$ cat src/rtl/cpu_mem_pkg.sv
// Shared definitions for the CPU memory-port responder.
// Contents:
//   CPU_DATA_W / CPU_ADDR_W : default data and address widths
//   state_t                 : responder FSM encoding
//   region_t                : address-decode result (REG_RAM / REG_IO / REG_ERR)
// Optional feature macro: MEM_RESP_MMIO_EN (adds the MMIO states).
package cpu_mem_pkg;

   localparam int CPU_DATA_W = 16;
   localparam int CPU_ADDR_W = 16;

   typedef enum logic [2:0] {
      ST_IDLE    = 3'd0,
      ST_RD_WAIT = 3'd1,
      ST_WR      = 3'd2,
      ST_ERR     = 3'd3,
      ST_RSP     = 3'd4
`ifdef MEM_RESP_MMIO_EN
      ,
      ST_IO      = 3'd5,
      ST_IO_WAIT = 3'd6
`endif
   } state_t;

   typedef enum logic [1:0] {
      REG_RAM = 2'd0,
      REG_IO  = 2'd1,
      REG_ERR = 2'd2
   } region_t;

endpackage

$ cat src/rtl/mem_addr_decode.sv
// Combinational address decoder for the memory-port responder.
// Ports:
//   addr   in  ADDR_W  request address
//   ifetch in  1       request is an instruction fetch
//   region out region_t  REG_RAM, REG_IO or REG_ERR
// Optional feature macro: MEM_RESP_MMIO_EN. When undefined the MMIO window
// is not decoded and falls into REG_ERR.
module mem_addr_decode
   import cpu_mem_pkg::*;
#(
   parameter int                ADDR_W    = CPU_ADDR_W,
   parameter int                RAM_AW    = 10,
   parameter logic [ADDR_W-1:0] MMIO_BASE = 16'hFF00
) (
   input  logic [ADDR_W-1:0] addr,
   input  logic              ifetch,
   output region_t           region
);

   logic in_ram;

   // Any set bit above the RAM index means the access is outside the RAM,
   // so the low bits are never allowed to alias.
   assign in_ram = ((addr >> RAM_AW) == '0);

`ifdef MEM_RESP_MMIO_EN
   logic in_io;
   // Code is never fetched from the register window.
   assign in_io = (addr >= MMIO_BASE) && !ifetch;

   always_comb begin
      region = REG_ERR;
      if (in_ram)
         region = REG_RAM;
      else if (in_io)
         region = REG_IO;
   end
`else
   logic unused_ifetch;
   assign unused_ifetch = ifetch;

   always_comb begin
      region = REG_ERR;
      if (in_ram)
         region = REG_RAM;
   end
`endif

endmodule

$ cat src/rtl/mem_port_responder.sv
// Memory-side responder for the multicycle CPU control FSM.
// Accepts one fetch/load/store at a time on a valid/ready handshake, drives
// the block RAM (fixed read latency RD_LAT) or the MMIO window, and returns a
// one-cycle rsp_valid pulse carrying read data or a write acknowledgement.
// Illegal addresses produce rsp_valid with rsp_err and rsp_data = 0.
// Ports:
//   clk, reset                    clock, asynchronous active-high reset
//   req_valid/req_ready           request handshake
//   req_write/req_ifetch          store / instruction-fetch qualifiers
//   req_addr/req_wdata            request address and store data
//   rsp_valid/rsp_data/rsp_err    response pulse, data (held), error flag
//   ram_addr/ram_wdata            registered RAM address and write data
//   ram_wren/ram_rden/ram_q       RAM strobes and read data
//   io_addr/io_wdata/io_wr/io_rd  MMIO offset, data, strobes
//   io_rdata                      MMIO read data (valid the cycle after io_rd)
// Optional feature macro: MEM_RESP_MMIO_EN enables the MMIO window; without
// it the window decodes as illegal and all io_* outputs are held at 0.
module mem_port_responder
   import cpu_mem_pkg::*;
#(
   parameter int                DATA_W    = CPU_DATA_W,
   parameter int                ADDR_W    = CPU_ADDR_W,
   parameter int                RAM_AW    = 10,
   parameter int                RD_LAT    = 2,
   parameter logic [ADDR_W-1:0] MMIO_BASE = 16'hFF00
) (
   input  logic              clk,
   input  logic              reset,
   input  logic              req_valid,
   output logic              req_ready,
   input  logic              req_write,
   input  logic              req_ifetch,
   input  logic [ADDR_W-1:0] req_addr,
   input  logic [DATA_W-1:0] req_wdata,
   output logic              rsp_valid,
   output logic [DATA_W-1:0] rsp_data,
   output logic              rsp_err,
   output logic [RAM_AW-1:0] ram_addr,
   output logic [DATA_W-1:0] ram_wdata,
   output logic              ram_wren,
   output logic              ram_rden,
   input  logic [DATA_W-1:0] ram_q,
   output logic [7:0]        io_addr,
   output logic              io_wr,
   output logic              io_rd,
   output logic [DATA_W-1:0] io_wdata,
   input  logic [DATA_W-1:0] io_rdata
);

   state_t      state;
   logic [1:0]  cnt;
   region_t     region_d;
   region_t     acc_region;
   logic        acc_write;
   logic        accept;

   mem_addr_decode #(
      .ADDR_W    (ADDR_W),
      .RAM_AW    (RAM_AW),
      .MMIO_BASE (MMIO_BASE)
   ) u_decode (
      .addr   (req_addr),
      .ifetch (req_ifetch),
      .region (region_d)
   );

   // RSP also accepts, so back-to-back requests lose no cycle.
   assign req_ready = (state == ST_IDLE) || (state == ST_RSP);
   assign accept    = req_valid && req_ready;

`ifdef MEM_RESP_MMIO_EN
   logic [DATA_W-1:0] io_hold;
`else
   logic unused_io;
   assign unused_io = ^io_rdata;
   assign io_addr   = '0;
   assign io_wr     = 1'b0;
   assign io_rd     = 1'b0;
   assign io_wdata  = '0;
`endif

   always_ff @(posedge clk or posedge reset) begin
      if (reset) begin
         state      <= ST_IDLE;
         cnt        <= '0;
         acc_region <= REG_RAM;
         acc_write  <= 1'b0;
         rsp_valid  <= 1'b0;
         rsp_data   <= '0;
         rsp_err    <= 1'b0;
         ram_addr   <= '0;
         ram_wdata  <= '0;
         ram_wren   <= 1'b0;
         ram_rden   <= 1'b0;
`ifdef MEM_RESP_MMIO_EN
         io_hold    <= '0;
         io_addr    <= '0;
         io_wdata   <= '0;
         io_wr      <= 1'b0;
         io_rd      <= 1'b0;
`endif
      end else begin
         // Strobes and the response pulse last exactly one cycle.
         ram_wren  <= 1'b0;
         ram_rden  <= 1'b0;
         rsp_valid <= 1'b0;
         rsp_err   <= 1'b0;
`ifdef MEM_RESP_MMIO_EN
         io_wr     <= 1'b0;
         io_rd     <= 1'b0;
`endif
         case (state)
            ST_IDLE: ;
            // RD_WAIT lasts RD_LAT cycles; ram_q is sampled when leaving RSP.
            ST_RD_WAIT: begin
               if (cnt == 2'(RD_LAT - 1))
                  state <= ST_RSP;
               else
                  cnt <= cnt + 2'd1;
            end
            ST_WR:  state <= ST_RSP;
            ST_ERR: state <= ST_RSP;
`ifdef MEM_RESP_MMIO_EN
            ST_IO:  state <= ST_IO_WAIT;
            ST_IO_WAIT: begin
               io_hold <= io_rdata;
               state   <= ST_RSP;
            end
`endif
            ST_RSP: begin
               rsp_valid <= 1'b1;
               rsp_err   <= (acc_region == REG_ERR);
               state     <= ST_IDLE;
               case (acc_region)
                  REG_ERR: rsp_data <= '0;
                  REG_RAM: if (!acc_write) rsp_data <= ram_q;
`ifdef MEM_RESP_MMIO_EN
                  REG_IO:  if (!acc_write) rsp_data <= io_hold;
`endif
                  default: ;
               endcase
            end
            default: state <= ST_IDLE;
         endcase

         // A new request overrides the RSP -> IDLE transition above.
         if (accept) begin
            acc_region <= region_d;
            acc_write  <= req_write;
            cnt        <= '0;
            case (region_d)
               REG_RAM: begin
                  ram_addr  <= req_addr[RAM_AW-1:0];
                  ram_wdata <= req_wdata;
                  ram_wren  <= req_write;
                  ram_rden  <= !req_write;
                  state     <= req_write ? ST_WR : ST_RD_WAIT;
               end
`ifdef MEM_RESP_MMIO_EN
               REG_IO: begin
                  io_addr  <= req_addr[7:0];
                  io_wdata <= req_wdata;
                  io_wr    <= req_write;
                  io_rd    <= !req_write;
                  state    <= ST_IO;
               end
`endif
               default: state <= ST_ERR;
            endcase
         end
      end
   end

endmodule

$ cat config.mk
export PLATFORM = sky130hd
export DESIGN_NAME = mem_port_responder
export DESIGN_NICKNAME = d
export VERILOG_FILES = /design/src/rtl/cpu_mem_pkg.sv /design/src/rtl/mem_addr_decode.sv /design/src/rtl/mem_port_responder.sv
export SDC_FILE = /design/constraint.sdc
export NUM_CORES = 1
export LEC_CHECK = 0
export CAP_MARGIN = 5
export CORE_UTILIZATION = 40
export CTS_BUF_LIST = sky130_fd_sc_hd__clkbuf_4
export CTS_CLUSTER_SIZE = 12
export DETAILED_ROUTE_END_ITERATION = 16
export DONT_BUFFER_PORTS = 1
export GPL_ROUTABILITY_DRIVEN = 1
export SKIP_CTS_REPAIR_TIMING = 1
export SYNTH_ARGS = -nofsm -noshare
export SYNTH_HDL_FRONTEND = slang
export SYNTH_SLANG_ARGS = --single-unit
$ cat constraint.sdc
create_clock -name clk -period 2.18 [get_ports clk]
set_input_delay 0.436 -clock clk [delete_from_list [all_inputs] [get_ports clk]]
set_output_delay 0.436 -clock clk [all_outputs]
set_load 0.05 [all_outputs]
==> results of run 1 <==
## metrics by stage
step                setup WS [ns]  instance area (um^2)  utilization
finish                      0.549                  2230        0.428
global route                0.457                  2230        0.428
CTS                         0.539                  2230        0.428
detailed placement          0.570                  2180        0.418
global placement            0.617                  2180        0.418
floorplan                  0.0702                  2310            -
## kinds of logic (layout without fill, tap and decap cells)
group / count (synthesis) / after routing
AO/OA/AOI/OAI: 23 / 23
adder cells (fa/ha/maj): 1 / 1
buffers and inverters: 38 / 16
flip-flops: 53 / 53
multiplexers: 26 / 26
other: 1 / 26
AND/OR/NAND/NOR: 16 / 16
## path summary, 6_finish.rpt
path                                from            to  slack [ns]  depth (start not counted)
setup / recovery           acc_region[1]   rsp_data[0]        0.55                          2
max in group asynchronous          reset        cnt[0]        1.65                          2
setup reg to reg           acc_region[1]   rsp_data[0]        0.55                          2
hold / removal                     reset  ram_wdata[4]        0.13                          2
min in group clk               req_write      ram_rden        0.13                          1
hold reg to reg                 state[2]      state[2]        0.48                          1
## flip-flops by register name, summed over array words and instances (netlist names)
signal      count
rsp_err         1
cnt             2
rsp_data       16
ram_rden        1
rsp_valid       1
acc_write       1
ram_addr       10
state           3
acc_region      1
ram_wdata      16
ram_wren        1
## critical path: stages, from the launching register on
cell	delay, ns
dfrtp_1	0.42
o21ai_1	0.86
a22o_1	0.29
## Yosys cell counts (all sizes together)
master  number
o21ai        5
or4b         1
mux2        26
and3         2
a22o        16
clkbuf       3
a31oi        1
or3b         1
buf         30
ha           1
nand4        1
nor3b        2
and2         1
nand2        1
nor2         4
a21boi       1
nand3        2
inv          5
dfrtp       53
nor4         1
conb         1
## layer usage
metal,global-route usage,vias up,wire length [um]
met5,0,-,0
met4,0.0519,0,42
met3,0.0527,4,408
met2,0.220,94,1800
met1,0.138,559,1390
li1,-,494,-
## power by group
group	leakage, nW	total, mW	internal [mW]	switching (mW)
clock network	0.0300	0.390	0.118	0.272
registers	0.718	1.59	1.12	0.462
logic	0.415	0.422	0.144	0.278
## layout make-up
class / instances / share of cell area
flip-flops and latches: 53 / 0.596
multi-input cells: 92 / 0.324
well taps: 70 / 0.0393
clock buffers: 5 / 0.0169
repair buffers: 3 / 0.0101
inverters: 5 / 0.00843
clock inverters: 3 / 0.00562
==> flow_metrics.tcl, run 1 <==
set metrics [dict create \
    grt_remaining_overflow 0 \
    cts_num_sinks 53 \
    ir_worst_vdd_v 0.000448 \
    layout-drive-gt1-share 0.248 \
    powerDensity_nw_per_um2 1080 \
    syn_inst 158 \
    synth_compound_area_frac 0.0808 \
    synth_top_family_by_area "multiplexers" \
    multi_input_area_um2 722 \
    clk_path_buf_depth 2 \
    yosys_warnings 0 \
    hold_viol_final 0 \
    die_x_um 76.4 \
    wire_per_inst_um 15.8 \
    area_growth_pct 0.622 \
    skew_ns 0.00504 \
    slew_viol_final 0 \
    outcome "completed" \
    fin_tns_setup_ns 0 \
    port_buffers 0 \
    synth.distinct_cells 27 \
    critPathLaunchType "register" \
    antenna_found_initial 0 \
    initial_core_util 0.425 \
    ys_seq_area_frac 0.599 \
    fin_total_pwr_mw 2.40 \
    max_slew_margin 0.252 \
    fin_cells 231 \
    grt_max_degree 54 \
    dr_total_vias 1151 \
    htreeDepth 2 \
    cts_root_buf "clkbuf_4" \
    routed_wl_mm 3.64 \
    die_y_um 76.4 \
    maxCapViolations 0 \
    fmax_ghz 0.613 \
    yosys.area_share.adder 0.00565 \
    num-nets-final 230 \
    cp.arrival_ns 1.92 \
    dp_cells 223 \
    cts_made_buffers 5 \
    syn_avg_cell_area_um2 14.0 \
    max_slew.worst_pin.slew_ns 1.11 \
    fp.coreArea_um2 5200 \
    period_needed_ns 1.63 \
    synth_area_leaders "dfrtp_1 (60%), mux2_2 (9.7%), buf_4 (8.8%), a22o_1 (6.3%), mux2_4 (4.7%)" \
    mostFrequentLayoutCells "dfrtp_1 (53), conb_1 (26), mux2_2 (19)" \
    diodes 0 \
    synth_xor_area_frac 0 \
    final.fill_count 494 \
    yosysTopAreaCellShare 0.599 \
    worst_hold_slack_ns 0.129 \
    crit_type "reg -> reg" \
    clkSlewWorstSetupHoldPaths_ns 0.14 \
    die_area_um2 5830 \
    grt_pass1_vias 1217 \
    rows 26 \
    cp.required_ns 2.47 \
    grt_pass1_wl_mm 5.75 \
    place_hpwl_mm 2.62 \
    hp-class "in -> async" \
    drtAntennaViolNets 0 \
    drtIter0Drc 19 \
    vias_per_cell 4.98 \
    setup-violations-final 0 \
    p_leak_nw 1.16 \
    dr.pass1.iters 3 \
    yosys.area_share.simple 0.0514 \
    drc_errors 0 \
    grt_setup_unrepaired "false" \
    pin_count 142 \
    netlist_area_um2 2210 \
    layout_commonest_cell "dfrtp_1" \
    clk_latency_ns 0.34 \
    synth_top_cell_by_area "dfrtp_1" \
    worst_setup_path_end_kind "register" \
    synth_mux_area_frac 0.144 \
    regArea_um2 1330 \
    cts_tree "built" \
    grt_usage 0.127 \
    fin_crit_sh 0.748 \
    place_congestion 0.680 \
    cp_max_fo 16 \
    synth.ff_latch_count 53 \
]
Power figures use the tool's default switching activity.
==> run 2, diff against run 1 <==
Clock period 2.18 ns to 1.5 ns, I/O delays scaled along.
==> run 2 against run 1 <==
  * Count of clock-buffer cells in the layout increased by 1
  * Final area increased by 6.7%
  * First-iteration DRC count increased by 68%
  * Cell count increased by 3.5%
  * Sequential share of layout area decreased by 3.8 points
  * Register-to-register slack got worse by 0.51 ns
  * Via count increased by 1.2%
  * Worst hold slack got worse by 0.075 ns
  * Setup slack got worse by 0.53 ns
  * Sequential cell count unchanged
  * Critical path depth increased by 1
  * Clock power increased by 99%
==> flow_metrics.tcl, run 2 (same netlist as run 1, synthesis figures left out) <==
set metrics [dict create \
    outcome "completed" \
    drtIter0Drc 32 \
    grt_usage 0.130 \
    cp_top_family "flip-flops" \
    place_hpwl_mm 2.70 \
    clk_path_buf_depth 2 \
    regToRegEndpoint "rsp_data[14]" \
    grt_setup_unrepaired "true" \
    cp_max_fo 2 \
    route.met2.wl_mm 1.85 \
    num-nets-final 238 \
    area_growth_pct 7.41 \
    mostFrequentLayoutCells "dfrtp_1 (53), conb_1 (26), mux2_2 (19)" \
    vias_per_cell 4.87 \
    fin_cells 239 \
    wire_per_inst_um 15.7 \
    crit_type "reg -> out" \
    final.fill_count 467 \
    critPathBufInv 2 \
    cts_tree "built" \
    rrSetupSlack_ns 0.04 \
    cp.required_ns 1.20 \
    dr_total_vias 1165 \
    crit_start "state[1]" \
    grt_remaining_overflow 0 \
    multi_input_area_um2 733 \
    drc_errors 0 \
    period_needed_ns 1.48 \
    max_slew.worst_pin.slew_ns 0.511 \
    maxCapViolations 0 \
    grt_pass1_wl_mm 5.90 \
    dr.pass1.iters 2 \
    cts_num_sinks 53 \
    ir_worst_vdd_v 0.000552 \
    dr_wl_met3_um 443 \
    pin_count 142 \
    antenna_found_initial 0 \
    die_y_um 76.4 \
    worst_setup_path_end_kind "output pin" \
    worst_hold_slack_ns 0.0534 \
    fin_crit_sh 0.985 \
    dp_cells 228 \
    largestRegisters "ram_wdata x16, rsp_data x16, ram_addr x10" \
    critPathLaunchType "register" \
    layout-drive-gt1-share 0.284 \
    place_congestion 0.682 \
    setup-violations-final 0 \
    r2r_cells 5 \
    powerDensity_nw_per_um2 1600 \
    wl_met1_mm 1.40 \
    initial_core_util 0.425 \
    crit_slowest_cell "dfrtp_1" \
    rr_startpoint "state[1]" \
    topRoutingLayerUsed "met4" \
    fin_util 0.457 \
    fp.coreArea_um2 5200 \
    crit_chain "buf_4, nor2_4, buf_6" \
    p_leak_nw 1.23 \
    clk_latency_ns 0.37 \
    clkSlewWorstSetupHoldPaths_ns 0.15 \
    cp.arrival_ns 1.18 \
    crit_cells 3 \
    grt_max_degree 30 \
    layout_commonest_cell "dfrtp_1" \
    diodes 0 \
    hp-class "in -> reg" \
    port_buffers 0 \
    die_x_um 76.4 \
    cp-endpoint "req_ready" \
    skew_ns 0.0245 \
    fin_tns_setup_ns 0 \
    routed_wl_mm 3.76 \
    grt_pass1_vias 1188 \
    rows 26 \
    cts_root_buf "clkbuf_4" \
    slew_viol_final 0 \
    max_slew_margin 0.659 \
    regArea_um2 1330 \
    die_area_um2 5830 \
    htreeDepth 2 \
    hold_viol_final 0 \
    cpPeakStageDelay_ns 0.41 \
    fmax_ghz 0.677 \
    cts_made_buffers 5 \
    drtAntennaViolNets 0 \
]
## run 2: metal layers
metal	up-vias	GRT usage
li1	513	-
met1	553	0.142
met2	92	0.212
met3	7	0.0743
met4	0	0.0462
met5	-	0
## run 2: per-stage QoR
stage	setup slack, ns	power, mW	instance area [um^2]
finish	0.0231	3.81	2380
global route	-0.0442	4.01	2380
CTS	-0.0833	3.80	2340
detailed placement	-0.0612	3.02	2260
global placement	-0.0607	2.99	2260
floorplan	-0.126	2.90	2320
## run 2: worst register-to-register path, stage by stage, from the launching register on
cell	delay (ns)
dfrtp_1	0.41
buf_4	0.14
nor3b_2	0.24
o21ai_1	0.10
buf_4	0.20
a22o_1	0.25
## run 2: worst min-delay path by stage
| stage | cells after the start | slack, ns | endpoint | from |
|---|---|---|---|---|
| 2_1_floorplan | 1 | 0.36 | acc_region[1] | reset |
| 3_3_place_gp | 1 | 0.19 | rsp_data[5] | reset |
| 3_5_place_dp | 1 | 0.19 | rsp_data[6] | reset |
| 4_1_cts | 1 | -0.22 | rsp_data[12] | reset |
| 5_1_grt | 1 | 0.03 | rsp_data[11] | ram_q[11] |
| 6_report | 1 | 0.05 | rsp_data[11] | ram_q[11] |
## run 2: final cells by class
| cell class | instances | area share |
|---|---|---|
| flip-flops and latches | 53 | 0.558 |
| well taps | 70 | 0.0368 |
| inverters | 5 | 0.00947 |
| clock buffers | 6 | 0.0189 |
| clock inverters | 2 | 0.0142 |
| multi-input cells | 92 | 0.308 |
| repair buffers | 11 | 0.0542 |
## run 2: report_power, final
part	switching, mW	internal (mW)	leakage [nW]
logic	0.431	0.290	0.468
registers	0.679	1.63	0.718
clock network	0.409	0.366	0.0433
total	1.52	2.29	1.23
==> run 3, diff against run 2 <==
Settings changed: SLEW_MARGIN from default to 20, SYNTH_HIERARCHICAL from default to 1.
==> run 3 against run 2 <==
  * Power up 5.3%
  * Sequential cell count up 1
  * Area after synthesis up 12%
  * Synthesized cell count up 23%
  * Clock skew down 0.015 ns
  * Utilization down 0.93 points
  * Fmax down 16%
  * The flow now finishes with violations (negative setup slack)
  * Wire length up 10%
  * Sequential power about the same
==> flow_metrics.tcl, run 3 <==
set metrics [dict create \
    htreeDepth 2 \
    mostFrequentLayoutCells "dfrtp_1 (54), conb_1 (27), mux2_4 (19)" \
    cpPeakStageDelay_ns 0.40 \
    dr.pass1.iters 4 \
    slew_viol_final 0 \
    critPathBufInv 1 \
    critPathLaunchType "register" \
    pin_count 142 \
    routed_wl_mm 4.15 \
    synth_top_cell_by_area "dfrtp_1" \
    synth.distinct_cells 27 \
    wire_per_inst_um 14.6 \
    fin_util 0.447 \
    place_hpwl_mm 2.76 \
    crit_type "reg -> reg" \
    synth-edff-count 0 \
    syn_inst 195 \
    cts_root_buf "clkbuf_4" \
    drc_errors 0 \
    dr_total_vias 1321 \
    die_x_um 80.6 \
    worst_hold_slack_ns 0.0421 \
    cts_made_buffers 5 \
    clkSlewWorstSetupHoldPaths_ns 0.16 \
    ys_seq_area_frac 0.547 \
    violations "negative setup slack" \
    initial_core_util 0.415 \
    fin_total_pwr_mw 4.01 \
    netlist_area_um2 2470 \
    dp_slack_ns -0.293 \
    yosysTopAreaCellShare 0.547 \
    post_dp_cell_area_um2 2500 \
    crit_slowest_cell "dfrtp_1" \
    grt_pass1_vias 1305 \
    setup_ws_ns -0.254 \
    ys.flop_type "dfrtp_1" \
    hold_viol_final 0 \
    clk_path_buf_depth 2 \
    worst_setup_path_end_kind "register" \
    rows 28 \
    grt_usage 0.126 \
    grt_remaining_overflow 0 \
    p_leak_nw 1.43 \
    setup-violations-final 26 \
    final.fill_count 596 \
    die_area_um2 6500 \
    fin_crit_sh 1.17 \
    antenna_found_initial 0 \
    cp_top_family "simple AND/OR/NAND/NOR gates" \
    fp.coreArea_um2 5960 \
    port_buffers 0 \
    maxCapViolations 0 \
    synth.ff_latch_count 54 \
    outcome "finished with violations" \
    layout_commonest_cell "dfrtp_1" \
    cp.arrival_ns 2.03 \
    multi_input_area_um2 886 \
    cp.required_ns 1.78 \
    synth-async-reset-ratio 1.00 \
    place_congestion 0.708 \
    drtAntennaViolNets 0 \
    area_growth_pct 7.85 \
    clk_latency_ns 0.37 \
    cts_num_sinks 54 \
    drtIter0Drc 26 \
    synth_area_leaders "dfrtp_1 (55%), mux2_4 (12%), buf_4 (8.2%), mux2i_1 (6.5%), mux2_2 (4.1%)" \
    regArea_um2 1350 \
    cp_max_fo 10 \
    final_area_um2 2670 \
    grt_pass1_wl_mm 6.11 \
    period_needed_ns 1.75 \
    fmax_ghz 0.570 \
    vias_per_cell 4.65 \
    largestRegisters "ram_wdata x16, rsp_data x16, ram_addr x10" \
    crit_chain "or3b_4, or3_4, buf_6, mux2_4" \
    num-nets-final 278 \
    die_y_um 80.6 \
    cts_tree "built" \
    hp-class "in -> reg" \
    synth.most_common_cell "dfrtp_1" \
    diodes 0 \
    syn_avg_cell_area_um2 12.7 \
    yosys_warnings 6 \
    layout-drive-gt1-share 0.273 \
    grt_max_degree 55 \
    powerDensity_nw_per_um2 1500 \
    ir_worst_vdd_v 0.000608 \
    grt_setup_unrepaired "true" \
    skew_ns 0.00972 \
    synth_commonest_cells "dfrtp_1 (54), buf_4 (27), inv_1 (19), mux2_4 (19), nand2_1 (18)" \
]
[run 3: cell families (layout without fill, tap and decap cells)]
logic type      after synthesis  after routing  synth area share
simple gates                 37             37            0.0744
other cells                   2             27           0.00304
flops                        54             54             0.547
buf+inv                      53             42             0.141
mux                          44             44             0.221
fa+ha+maj                     1              1           0.00506
compound gates                4              4           0.00810
[run 3: cell type report]
type / count / share of cell area
Timing Repair Buffer: 15 / 0.0681
Tap cell: 75 / 0.0352
Clock inverter: 3 / 0.0150
Multi-Input combinational cell: 113 / 0.332
Clock buffer: 5 / 0.0141
Sequential cell: 54 / 0.507
Inverter: 19 / 0.0282
[run 3: path summary, 6_finish.rpt]
kind                            slack (ns)             to  startpoint  cells past startpoint
worst max-delay path                 -0.25  ram_wdata[15]    state[0]                      4
worst min-delay path                  0.04    rsp_data[5]    ram_q[5]                      2
worst max register to register       -0.25  ram_wdata[15]    state[0]                      4
worst min register to register        0.51      acc_write   acc_write                      2
max in group asynchronous             0.79         cnt[1]       reset                      3
min in group asynchronous             0.48  ram_wdata[13]       reset                      3
[run 3: through the flow]
stage	cells	setup TNS, ns
after CTS	281	-7.46
after floorplan	220	-12.21
after detailed placement	273	-7.07
after global placement	273	-6.99
after global routing	284	-7.16
final	284	-6.27
[run 3: report_power, final]
| part | total [mW] | internal, mW | switching, mW |
|---|---|---|---|
| Sequential | 2.31 | 1.67 | 0.642 |
| Clock | 0.801 | 0.346 | 0.454 |
| Combinational | 0.899 | 0.409 | 0.490 |
| Total | 4.01 | 2.42 | 1.59 |
[run 3: routing by layer]
metal | routed length (um) | GRT usage | share of wire
met1 | 1720 | 0.155 | 0.41
met2 | 1930 | 0.197 | 0.46
met3 | 446 | 0.0455 | 0.11
met4 | 59 | 0.0536 | 0.014
met5 | 0 | 0 | 0
